<file path="src/rtl/seq_memory_if.sv">
// Request/response bus for seq_memory: valid/ready request channel plus a
// one-cycle-latency response channel.
interface seq_memory_if #(
    parameter int DATA_W = 8,
    parameter int ADDR_W = 3
);
    logic              req_valid;
    logic              req_ready;
    logic              req_we;
    logic [ADDR_W-1:0] req_addr;
    logic [DATA_W-1:0] req_wdata;
    logic              rsp_valid;
    logic [DATA_W-1:0] rsp_data;

    modport master (
        output req_valid, req_we, req_addr, req_wdata,
        input  req_ready, rsp_valid, rsp_data
    );

    modport slave (
        input  req_valid, req_we, req_addr, req_wdata,
        output req_ready, rsp_valid, rsp_data
    );
endinterface

</file>
<file path="src/rtl/seq_memory.sv">
// Single-port synchronous memory with registered read data, selectable
// write-response mode and a clear sequencer that sweeps CLEAR_VAL into
// every word after reset or on a clear pulse.
module seq_memory #(
    parameter int                DATA_W      = 8,
    parameter int                ADDR_W      = 3,
    parameter int                DEPTH       = 2 ** ADDR_W,
    parameter int                WRITE_FIRST = 0,
    parameter logic [DATA_W-1:0] CLEAR_VAL   = '0
) (
    input  logic        clk,
    input  logic        rst_n,
    seq_memory_if.slave bus,
    input  logic        clear,
    output logic        busy,
    output logic        clr_done
);

    typedef enum logic {
        ST_CLEAR,
        ST_IDLE
    } state_t;

    localparam logic [ADDR_W:0]   DEPTH_LIM = (ADDR_W + 1)'(DEPTH);
    localparam logic [ADDR_W-1:0] LAST_ADDR = ADDR_W'(DEPTH - 1);

    state_t            state_q;
    logic [ADDR_W-1:0] cnt_q;
    logic              rsp_valid_q;
    logic              clr_done_q;
    logic [DATA_W-1:0] rsp_data_q;
    logic [DATA_W-1:0] rsp_data_d;

    logic [DATA_W-1:0] mem_q [DEPTH];

    logic              accept;
    logic              in_range;
    logic              mem_we;
    logic [ADDR_W-1:0] mem_waddr;
    logic [DATA_W-1:0] mem_wdata;
    logic [DATA_W-1:0] old_word;

    assign busy          = (state_q == ST_CLEAR);
    assign bus.req_ready = (state_q == ST_IDLE);
    assign accept        = bus.req_valid && (state_q == ST_IDLE);
    assign in_range      = ({1'b0, bus.req_addr} < DEPTH_LIM);

    assign bus.rsp_valid = rsp_valid_q;
    assign bus.rsp_data  = rsp_data_q;
    assign clr_done      = clr_done_q;

    // Port arbitration: the sweep owns the write port while clearing,
    // otherwise an accepted in-range write; also forms the response word.
    always_comb begin
        old_word = CLEAR_VAL;
        if (in_range) begin
            old_word = mem_q[bus.req_addr];
        end
        rsp_data_d = ((WRITE_FIRST != 0) && bus.req_we) ? bus.req_wdata : old_word;

        mem_we    = 1'b0;
        mem_waddr = cnt_q;
        mem_wdata = CLEAR_VAL;
        if (state_q == ST_CLEAR) begin
            mem_we = 1'b1;
        end else if (accept && bus.req_we && in_range) begin
            mem_we    = 1'b1;
            mem_waddr = bus.req_addr;
            mem_wdata = bus.req_wdata;
        end
    end

    // Storage array; contents are defined by the sweep, never by reset.
    always_ff @(posedge clk) begin
        if (mem_we) begin
            mem_q[mem_waddr] <= mem_wdata;
        end
    end

    // Control FSM with registered response and clear-done outputs.
    always_ff @(posedge clk or negedge rst_n) begin
        if (!rst_n) begin
            state_q     <= ST_CLEAR;
            cnt_q       <= '0;
            rsp_valid_q <= 1'b0;
            rsp_data_q  <= '0;
            clr_done_q  <= 1'b0;
        end else begin
            rsp_valid_q <= 1'b0;
            clr_done_q  <= 1'b0;
            case (state_q)
                ST_CLEAR: begin
                    if (cnt_q == LAST_ADDR) begin
                        state_q    <= ST_IDLE;
                        cnt_q      <= '0;
                        clr_done_q <= 1'b1;
                    end else begin
                        cnt_q <= cnt_q + 1'b1;
                    end
                end
                ST_IDLE: begin
                    // A request accepted on the clear edge still completes;
                    // the sweep only starts writing on the following edge.
                    if (accept) begin
                        rsp_valid_q <= 1'b1;
                        rsp_data_q  <= rsp_data_d;
                    end
                    if (clear) begin
                        state_q <= ST_CLEAR;
                    end
                end
                default: state_q <= ST_CLEAR;
            endcase
        end
    end

endmodule

</file>
<file path="src/flat_wrapper.sv">
// flat-port wrapper written by rule: the top's interface ports become plain ports
module seq_memory_flat 
#(
    parameter int                DATA_W      = 8,
    parameter int                ADDR_W      = 3,
    parameter int                DEPTH       = 2 ** ADDR_W,
    parameter int                WRITE_FIRST = 0,
    parameter logic [DATA_W-1:0] CLEAR_VAL   = '0
)
  (clk, rst_n, clear, busy, clr_done, bus_req_valid, bus_req_we, bus_req_addr, bus_req_wdata, bus_req_ready, bus_rsp_valid, bus_rsp_data);
  seq_memory_if #(.DATA_W(DATA_W), .ADDR_W(ADDR_W)) bus_i ();
  input  logic clk;
  input  logic rst_n;
  input  logic clear;
  output logic busy;
  output logic clr_done;
  input wire logic [$bits(bus_i.req_valid)-1:0] bus_req_valid;
  input wire logic [$bits(bus_i.req_we)-1:0] bus_req_we;
  input wire logic [$bits(bus_i.req_addr)-1:0] bus_req_addr;
  input wire logic [$bits(bus_i.req_wdata)-1:0] bus_req_wdata;
  output wire logic [$bits(bus_i.req_ready)-1:0] bus_req_ready;
  output wire logic [$bits(bus_i.rsp_valid)-1:0] bus_rsp_valid;
  output wire logic [$bits(bus_i.rsp_data)-1:0] bus_rsp_data;
  assign bus_i.req_valid = bus_req_valid;
  assign bus_i.req_we = bus_req_we;
  assign bus_i.req_addr = bus_req_addr;
  assign bus_i.req_wdata = bus_req_wdata;
  assign bus_req_ready = bus_i.req_ready;
  assign bus_rsp_valid = bus_i.rsp_valid;
  assign bus_rsp_data = bus_i.rsp_data;
  seq_memory #(.DATA_W(DATA_W), .ADDR_W(ADDR_W), .DEPTH(DEPTH), .WRITE_FIRST(WRITE_FIRST), .CLEAR_VAL(CLEAR_VAL)) u_core (.clk(clk), .rst_n(rst_n), .bus(bus_i), .clear(clear), .busy(busy), .clr_done(clr_done));
endmodule
</file>
<file path="config.mk">
export PLATFORM = sky130hd
export DESIGN_NAME = seq_memory_flat
export DESIGN_NICKNAME = d
export VERILOG_FILES = /design/src/rtl/seq_memory_if.sv /design/src/rtl/seq_memory.sv /design/src/flat_wrapper.sv
export SDC_FILE = /design/constraint.sdc
export NUM_CORES = 1
export LEC_CHECK = 0
export CAP_MARGIN = 20
export CORE_UTILIZATION = 51
export CTS_CLUSTER_SIZE = 40
export DETAILED_ROUTE_END_ITERATION = 16
export MAX_ROUTING_LAYER = met4
export PLACE_DENSITY = 0.8
export SYNTH_ARGS = -nofsm -noshare
export SYNTH_HDL_FRONTEND = slang
export SYNTH_SLANG_ARGS = --single-unit
</file>
<file path="constraint.sdc">
create_clock -name clk -period 2 [get_ports clk]
set_input_delay 0.4 -clock clk [delete_from_list [all_inputs] [get_ports clk]]
set_output_delay 0.4 -clock clk [all_outputs]
set_load 0.02 [all_outputs]
</file>
==> results.toml, run 1 <==
[power_and_ir_drop]
p_leak_nw = 1.45
finalPower_mw = 5.01
powerDensity_nw_per_um2 = 1300
ir_worst_vdd_mv = 0.649

[critical_path]
worstRegToRegCells = 4
cp-start-kind = "primary input"
end_kind = "flop"
worstPathMaxFanout = 8
required_ps = 2040
worst_ep_arrival_time_ps = 1950
worstSetupPathType = "in -> reg"

[yosys]
synth_edf_count = 64
synthTopCellsByArea = "edfxtp_1, dfrtp_1, mux2_2"
netlist_instances = 191
synth_area_per_cell_um2 = 16.6
ys_async_sr_fraction = 0.179
syn-cell-area_um2 = 3180
synth-seq-cells = 78
yosysMostFrequentCell = "edfxtp_1"
synth_cell_types = 27
synthTopCellsByCount = "edfxtp_1, mux2_2, mux2i_1"
synth_top_area_frac = 0.604
yosysWarnings = 0
syn_nets = 209
synthFlopType = "edfxtp_1"
ys_seq_area_frac = 0.715
yosysTopAreaCell = "edfxtp_1"

[grt]
antenna_found_initial = 0
use_met1 = 0.281
grt_pass1_vias = 1792
grt_pass1_wl_um = 9380
grt_use_total = 0.211
use_met3 = 0.0337
grt_overflow = 0
busiest_layer = "met2"
grt_max_degree = 18
use_met2 = 0.321

[floorplanning]
initial_core_util = 0.534
die-area_um2 = 6550
fp.dieH_um = 81.0
num_rows = 28
io_pins = 28
coreArea_um2 = 5960
die_w_um = 81.0

[finish]
syn2layout_area_growth_pct = 21.0
fillCellCount = 445
regArea_um2 = 2270
diodes = 0
fin_nets = 258
final_area_um2 = 3850
multi_input_area_um2 = 832
drive_above_1_share = 0.237
finish.utilization = 0.646
final-instance-count-excl-fill = 320

[timing]
max_slew_margin = 0.639
rsz0062_at_grt = "no"
period_minus_slack_ps = 1900
hold_ws_ps = 380
slew_viol_final = 0
tns_ps = 0
finClkSkew_ps = 8.36
fin_crit_sh = 0.952
layout_setup_ws_ps = 96.5
setup-violations-final = 0
hold_viol_final = 0
fmax_mhz = 525
tightest_slew_ps = 540

[drt]
drc = 0
wirelength_um = 5900
drt-pass1-iter-count = 4
drt_iter0_markers = 104
routedWlPerCell_um = 18.5
viasPerCell = 5.48
route.antenna.remaining_nets = 0
vias = 1752

[job]
drv_cap = 0

[placement]
placed_cell_area_um2 = 3650
dp_slack_ps = -354
portBuffers = 27
dpl.hpwl_um = 4140
dp.cells = 304
place.gp.congestion = 0.775

[cts]
cts_tree = "done"
path_clk_slew_ps = 80
cts.sinks = 78
cts_buffers = 9
htreeDepth = 3
cts_buffer_depth = 2
clk_latency_ps = 340
cts_setup_buffers = 0
cts_root_buf = "clkbuf_8"
hold_buffers = 0

[hold_path]
hold_path.class = "in -> async"

[outcome]
outcome = "complete, no violations"
## cells by family after synthesis
kind of cell               synth area share
buffers and inverters                0.0268
adders and majority gates           0.00787
AOI/OAI and AO/OA                    0.0681
muxes                                 0.128
and+or+nand+nor                      0.0551
DFF                                   0.715
## critical path, cell delays in order
cell and delay (ps):
clkdlybuf4s50_1 480, and3_4 240, mux2_2 390, nor3_1 220, buf_4 220
## metal layers
layer  part of all wire  up-vias
met1               0.48      878
li1                   -      840
met5                  0        -
met2               0.48       28
met3              0.020        6
met4              0.011        0
## report_power, final
group / switching (mW) / internal (mW) / total (mW)
combinational: 0.735 / 0.642 / 1.38
clock: 0.538 / 0.606 / 1.14
sequential: 0.164 / 2.32 / 2.49
total: 1.44 / 3.57 / 5.01
## repair_timing
item                                    CTS  global route
resized for setup                         1             2
hold endpoints to repair                  0             0
endpoints found under the setup margin    1            40
## sequential cells by signal, indices dropped and copies added (netlist names)
name,count
u_core.mem_q,64
u_core.bus.rsp_data,8
u_core.cnt_q,3
u_core.bus.req_ready,1
u_core.bus.rsp_valid,1
u_core.clr_done,1
## worst paths after layout
kind / startpoint / endpoint / slack (ps)
setup / recovery: bus_req_we / u_core.mem_q[5][3] / 100
hold / removal: rst_n / u_core.bus.rsp_data[7] / 380
setup reg to reg: u_core.bus.req_ready / u_core.mem_q[5][3] / 280
hold reg to reg: u_core.bus.rsp_data[4] / u_core.bus.rsp_data[4] / 480
max in group asynchronous: rst_n / u_core.bus.rsp_data[3] / 1430
min in group clk: u_core.bus.rsp_data[4] / u_core.bus.rsp_data[4] / 480
## layout by cell type, fill, tap and decap left out, drive strengths merged
cell type / netlist / layout
dlygate4sd2: 0 / 1
and2: 8 / 8
a21o: 2 / 2
o31ai: 8 / 8
nor3: 9 / 9
buf: 8 / 20
inv: 2 / 3
clkinvlp: 0 / 1
and3: 1 / 1
nor2b: 3 / 3
o22ai: 8 / 8
a41oi: 1 / 1
dfrtp: 14 / 14
edfxtp: 64 / 64
o21bai: 1 / 1
bufinv: 0 / 1
ha: 2 / 2
nor2: 1 / 1
clkbuf: 1 / 10
mux2: 20 / 20
nand2b: 1 / 1
nand2: 10 / 10
clkdlybuf4s50: 0 / 26
a22o: 8 / 8
nand3b: 1 / 1
clkinv: 0 / 3
mux2i: 18 / 18
## final cells by class
| cell class | count | area share |
|---|---|---|
| Clock buffer | 10 | 0.0358 |
| Sequential cell | 78 | 0.591 |
| Timing Repair Buffer | 47 | 0.115 |
| Inverter | 2 | 0.00195 |
| Clock inverter | 6 | 0.0156 |
| Tap cell | 75 | 0.0244 |
| Multi-Input combinational cell | 102 | 0.216 |
Note: power is estimated with default switching activity, not from simulation.
==> inputs of run 2 (changes only) <==
ABC_AREA = 1   (was not set)
CORE_ASPECT_RATIO = 2   (was not set)
CORE_UTILIZATION = 52   (was 51)
SETUP_SLACK_MARGIN = 0.3   (was not set)
==> results.toml, run 2 <==
[floorplanning]
num_rows = 41
die_w_um = 59.2
fp.dieH_um = 116
io_pins = 28
initial_core_util = 0.539
coreArea_um2 = 6310
die-area_um2 = 6890

[timing]
slew_viol_final = 0
finClkSkew_ps = 4.29
tightest_slew_ps = 602
layout_setup_ws_ps = 342
rsz0062_at_grt = "no"
max_slew_margin = 0.598
fin_crit_sh = 0.829
hold_ws_ps = 446
hold_viol_final = 0
period_minus_slack_ps = 1660
setup-violations-final = 0
fmax_mhz = 603

[yosys]
synth_edf_count = 64
synthFlopType = "edfxtp_1"
synthTopCellsByCount = "nand2_1, edfxtp_1, inv_1"
synth_area_per_cell_um2 = 9.95
synth_cell_types = 19
ys_async_sr_fraction = 0.179
yosysWarnings = 0
syn-cell-area_um2 = 3400
synth-seq-cells = 78
synthTopCellsByArea = "edfxtp_1, nand2_1, dfrtp_1"
yosysMostFrequentCell = "nand2_1"
synth_top_area_frac = 0.565
syn_nets = 360
ys_seq_area_frac = 0.668
netlist_instances = 342
yosysTopAreaCell = "edfxtp_1"

[drt]
drt_iter0_markers = 153
routedWlPerCell_um = 16.4
drc = 0
vias = 2510
viasPerCell = 5.14
drt-pass1-iter-count = 5
route.antenna.remaining_nets = 0
wirelength_um = 7990

[finish]
final_area_um2 = 4450
fin_nets = 415
largest_reg_flops = 64
final_cell_mix = "nand2_1, inv_1, edfxtp_1, nand3_1, buf_4"
final_common_cell = "nand2_1"
syn2layout_area_growth_pct = 30.7
largest_register = "u_core.mem_q"
drive_above_1_share = 0.169
diodes = 0

[cts]
cts_root_buf = "clkbuf_16"
cts_buffers = 9
cts_tree = "done"
cts.sinks = 78
htreeDepth = 3
clk_latency_ps = 340
cts_buffer_depth = 2
path_clk_slew_ps = 60

[critical_path]
worstSetupPathType = "reg -> out"
worstPathMaxFanout = 1
end_kind = "output port"
crit_cells = 1
cp-start-kind = "flop"
reg2reg_slack_ps = 420
worstRegToRegCells = 8
slowest_delay_ps = 590
worst_ep_arrival_time_ps = 1260
worstPathCellList = "clkdlybuf4s50_1"
required_ps = 1600
cpMaxStageDelayCell = "clkdlybuf4s50_1"
critPathTopFamily = "buffers and inverters"
critPathBufInv = 1
r2r-end = "u_core.mem_q[4][1]"
r2r_start = "u_core.bus.req_ready"

[grt]
grt_max_degree = 27
grt_use_total = 0.271
grt_overflow = 0
grt_pass1_vias = 2569
antenna_found_initial = 0
grt_pass1_wl_um = 12300

[outcome]
outcome = "complete, no violations"

[hold_path]
hold_path.class = "in -> async"

[placement]
place.gp.congestion = 0.967
portBuffers = 27
dp_slack_ps = -108
dpl.hpwl_um = 5420
placed_cell_area_um2 = 4000

[power_and_ir_drop]
p_clk_frac = 0.309
swShare = 0.301
powerDensity_nw_per_um2 = 1430
ir_worst_vdd_mv = 1.00
p_sw_mw = 1.91
p_int_mw = 4.43
p_leak_nw = 2.12
combPwrFrac = 0.292
p_seq_frac = 0.399

[job]
drv_cap = 0
==> run 2: cell count changes after synthesis, sizes merged, moves of 3 or more <==
cell,delta
o21ai,+5
mux2i,-18
and2,-8
nor2b,-3
nand3,+49
nor2,+16
o22ai,-8
mux2,-20
nor3,-9
o31ai,-8
a22o,-8
clkbuf,+3
inv,+62
nand2,+101
==> run 2: power groups by stage <==
stage	clock [mW]	combinational (mW)	sequential (mW)
2_1_floorplan	0	0.873	2.64
3_3_place_gp	0	1.67	2.55
3_5_place_dp	0	1.73	2.56
4_1_cts	1.99	1.79	2.53
5_1_grt	2.05	2.02	2.57
6_report	1.96	1.85	2.53
==> run 2: per-layer routing <==
layer | share of wire | vias up | track usage
met3 | 0.059 | 22 | 0.0587
met5 | 0 | - | -
met2 | 0.57 | 106 | 0.464
met4 | 0.036 | 0 | 0.186
li1 | - | 1196 | -
met1 | 0.34 | 1186 | 0.261
==> run 2: cell type report <==
type,count,area (um^2)
clock buffer,9,225
tap,86,108
timing repair buffer,56,559
sequential,78,2270
fill,452,1860
clock inverter,7,145
multi-input combinational,186,885
inverter,66,253
==> run 2: cell families after synthesis <==
group | synth area share
AO/OA/AOI/OAI | 0.0143
AND/OR/NAND/NOR | 0.218
adder cells (fa/ha/maj) | 0.00735
buffers and inverters | 0.0923
flip-flops | 0.668
==> run 2: worst max-delay path by stage <==
stage	slack (ps)	end	from
3_3_place_gp	-60	u_core.mem_q[3][7]	bus_req_valid
5_1_grt	300	clr_done	u_core.clr_done
3_5_place_dp	-110	u_core.mem_q[3][2]	bus_req_valid
2_1_floorplan	310	u_core.mem_q[0][0]	u_core.bus.req_ready
6_report	340	clr_done	u_core.clr_done
4_1_cts	250	busy	u_core.bus.req_ready
==> run 2: what timing repair did <==
action,in CTS,in global routing
hold endpoints to repair,0,0
pin swaps,0,4
hold buffers,0,0
resized for setup,10,18
setup endpoints to repair,68,77
setup buffers,0,1
==> run 2: through the flow <==
stage	setup TNS (ps)	total power, mW	util	std cells
finish	0	6.34	0.705	488
floorplan	0	3.51	-	342
CTS	0	6.31	0.697	487
detailed placement	-4060	4.30	0.634	471
global placement	-1580	4.22	0.634	471
global route	0	6.64	0.705	488
==> inputs of run 3 (changes only) <==
CORE_UTILIZATION = 57   (was 52)
PLACE_DENSITY = 0.84   (was 0.8)
clock period = 1.65 ns   (was 2 ns; I/O delays follow)
==> results.toml, run 3 (same netlist as run 2, synthesis figures left out) <==
[power_and_ir_drop]
powerDensity_nw_per_um2 = 1640
p_leak_nw = 2.15
ir_worst_vdd_mv = 1.59

[grt]
grt_overflow = 0
grt_use_total = 0.378
antenna_found_initial = 0
grt_pass1_wl_um = 16200
grt_pass1_vias = 2955
grt_max_degree = 17

[cts]
cts_tree = "done"
cts_buffer_depth = 2
cts_root_buf = "clkbuf_16"
cts.sinks = 78
path_clk_slew_ps = 60
cts_buffers = 9
hold_buffers = 0
clk_latency_ps = 330
htreeDepth = 3

[drt]
route.antenna.remaining_nets = 0
drt_iter0_markers = 280
drt-pass1-iter-count = 5
drc = 0
viasPerCell = 6.09
vias = 2874
routedWlPerCell_um = 23.7
wirelength_um = 11200

[timing]
period_minus_slack_ps = 1630
layout_setup_ws_ps = 17.4
finClkSkew_ps = 10.9
slew_viol_final = 0
fin_crit_sh = 0.989
hold_ws_ps = 304
hold_viol_final = 0
fmax_mhz = 613
setup-violations-final = 0
max_slew_margin = 0.674
tightest_slew_ps = 489
rsz0062_at_grt = "yes"

[outcome]
outcome = "complete, no violations"

[floorplanning]
num_rows = 39
die-area_um2 = 6300
io_pins = 28
coreArea_um2 = 5710
initial_core_util = 0.596
die_w_um = 56.6
fp.dieH_um = 111

[finish]
final_cell_mix = "nand2_1, edfxtp_1, inv_1, nand3_1, buf_4"
fin_nets = 424
diodes = 0
final_common_cell = "nand2_1"
largest_register = "u_core.mem_q"
drive_above_1_share = 0.297
syn2layout_area_growth_pct = 40.4
final-instance-count-excl-fill = 472
largest_reg_flops = 64

[placement]
dp_slack_ps = -419
dpl.hpwl_um = 5500
portBuffers = 27
dp.cells = 438
place.gp.congestion = 0.819

[hold_path]
hold_path.class = "in -> async"

[critical_path]
worst_ep_arrival_time_ps = 1640
end_kind = "flop"
worstPathMaxFanout = 8
worstSetupPathType = "in -> reg"
worstRegToRegCells = 7
required_ps = 1660
cp-start-kind = "primary input"

[job]
drv_cap = 0
[run 3: path summary, 6_finish.rpt]
path / slack (ps) / start / endpoint
worst max-delay path: 20 / bus_req_we / u_core.mem_q[6][2]
worst min-delay path: 300 / rst_n / u_core.bus.rsp_data[0]
worst max register to register: 30 / u_core.bus.req_ready / u_core.mem_q[6][2]
worst min register to register: 480 / u_core.bus.rsp_data[7] / u_core.bus.rsp_data[7]
max in group asynchronous: 1160 / rst_n / u_core.bus.req_ready
min in group clk: 480 / u_core.bus.rsp_data[7] / u_core.bus.rsp_data[7]
[run 3: critical path, cell delays in order]
cell             delay [ps]
clkdlybuf4s15_1         480
nand2_8                 190
nand2_4                 110
o21ai_4                  80
inv_2                   110
nand2_4                  80
nor2_4                  250
[run 3: cell type report]
cell class	count	area [um^2]
Sequential cell	78	2270
Tap cell	61	76.3
Inverter	66	267
Fill cell	266	930
Clock inverter	3	15.0
Multi-Input combinational cell	187	1180
Clock buffer	13	282
Timing Repair Buffer	64	691
[run 3: power breakdown]
part / switching [mW] / leakage [nW] / total (mW) / internal (mW)
logic: 1.85 / 1.22 / 2.82 / 0.966
registers: 0.232 / 0.779 / 3.09 / 2.86
clock network: 0.739 / 0.151 / 1.92 / 1.18
total: 2.82 / 2.15 / 7.84 / 5.01
[run 3: layer usage]
layer	part of all wire	track usage
met1	0.31	0.409
met2	0.51	0.595
met3	0.10	0.0980
met4	0.076	0.252
met5	0	-
[run 3: timing repair]
action                                  4_1_cts  5_1_grt
cloned                                        5        0
hold endpoints to repair                      0        0
resized for setup                            75       44
buffers inserted                              8        5
pin swaps                                    17        5
endpoints found under the setup margin      148      123
[run 3: per-stage QoR]
step | cell area (um^2) | util | TNS (ps) | power (mW)
after global placement | 3960 | 0.694 | -40050 | 5.24
after global routing | 4780 | 0.837 | -280 | 8.14
after CTS | 4630 | 0.812 | 0 | 7.50
final | 4780 | 0.837 | 0 | 7.84
after floorplan | 3520 | - | 0 | 4.50
after detailed placement | 3960 | 0.694 | -47570 | 5.35
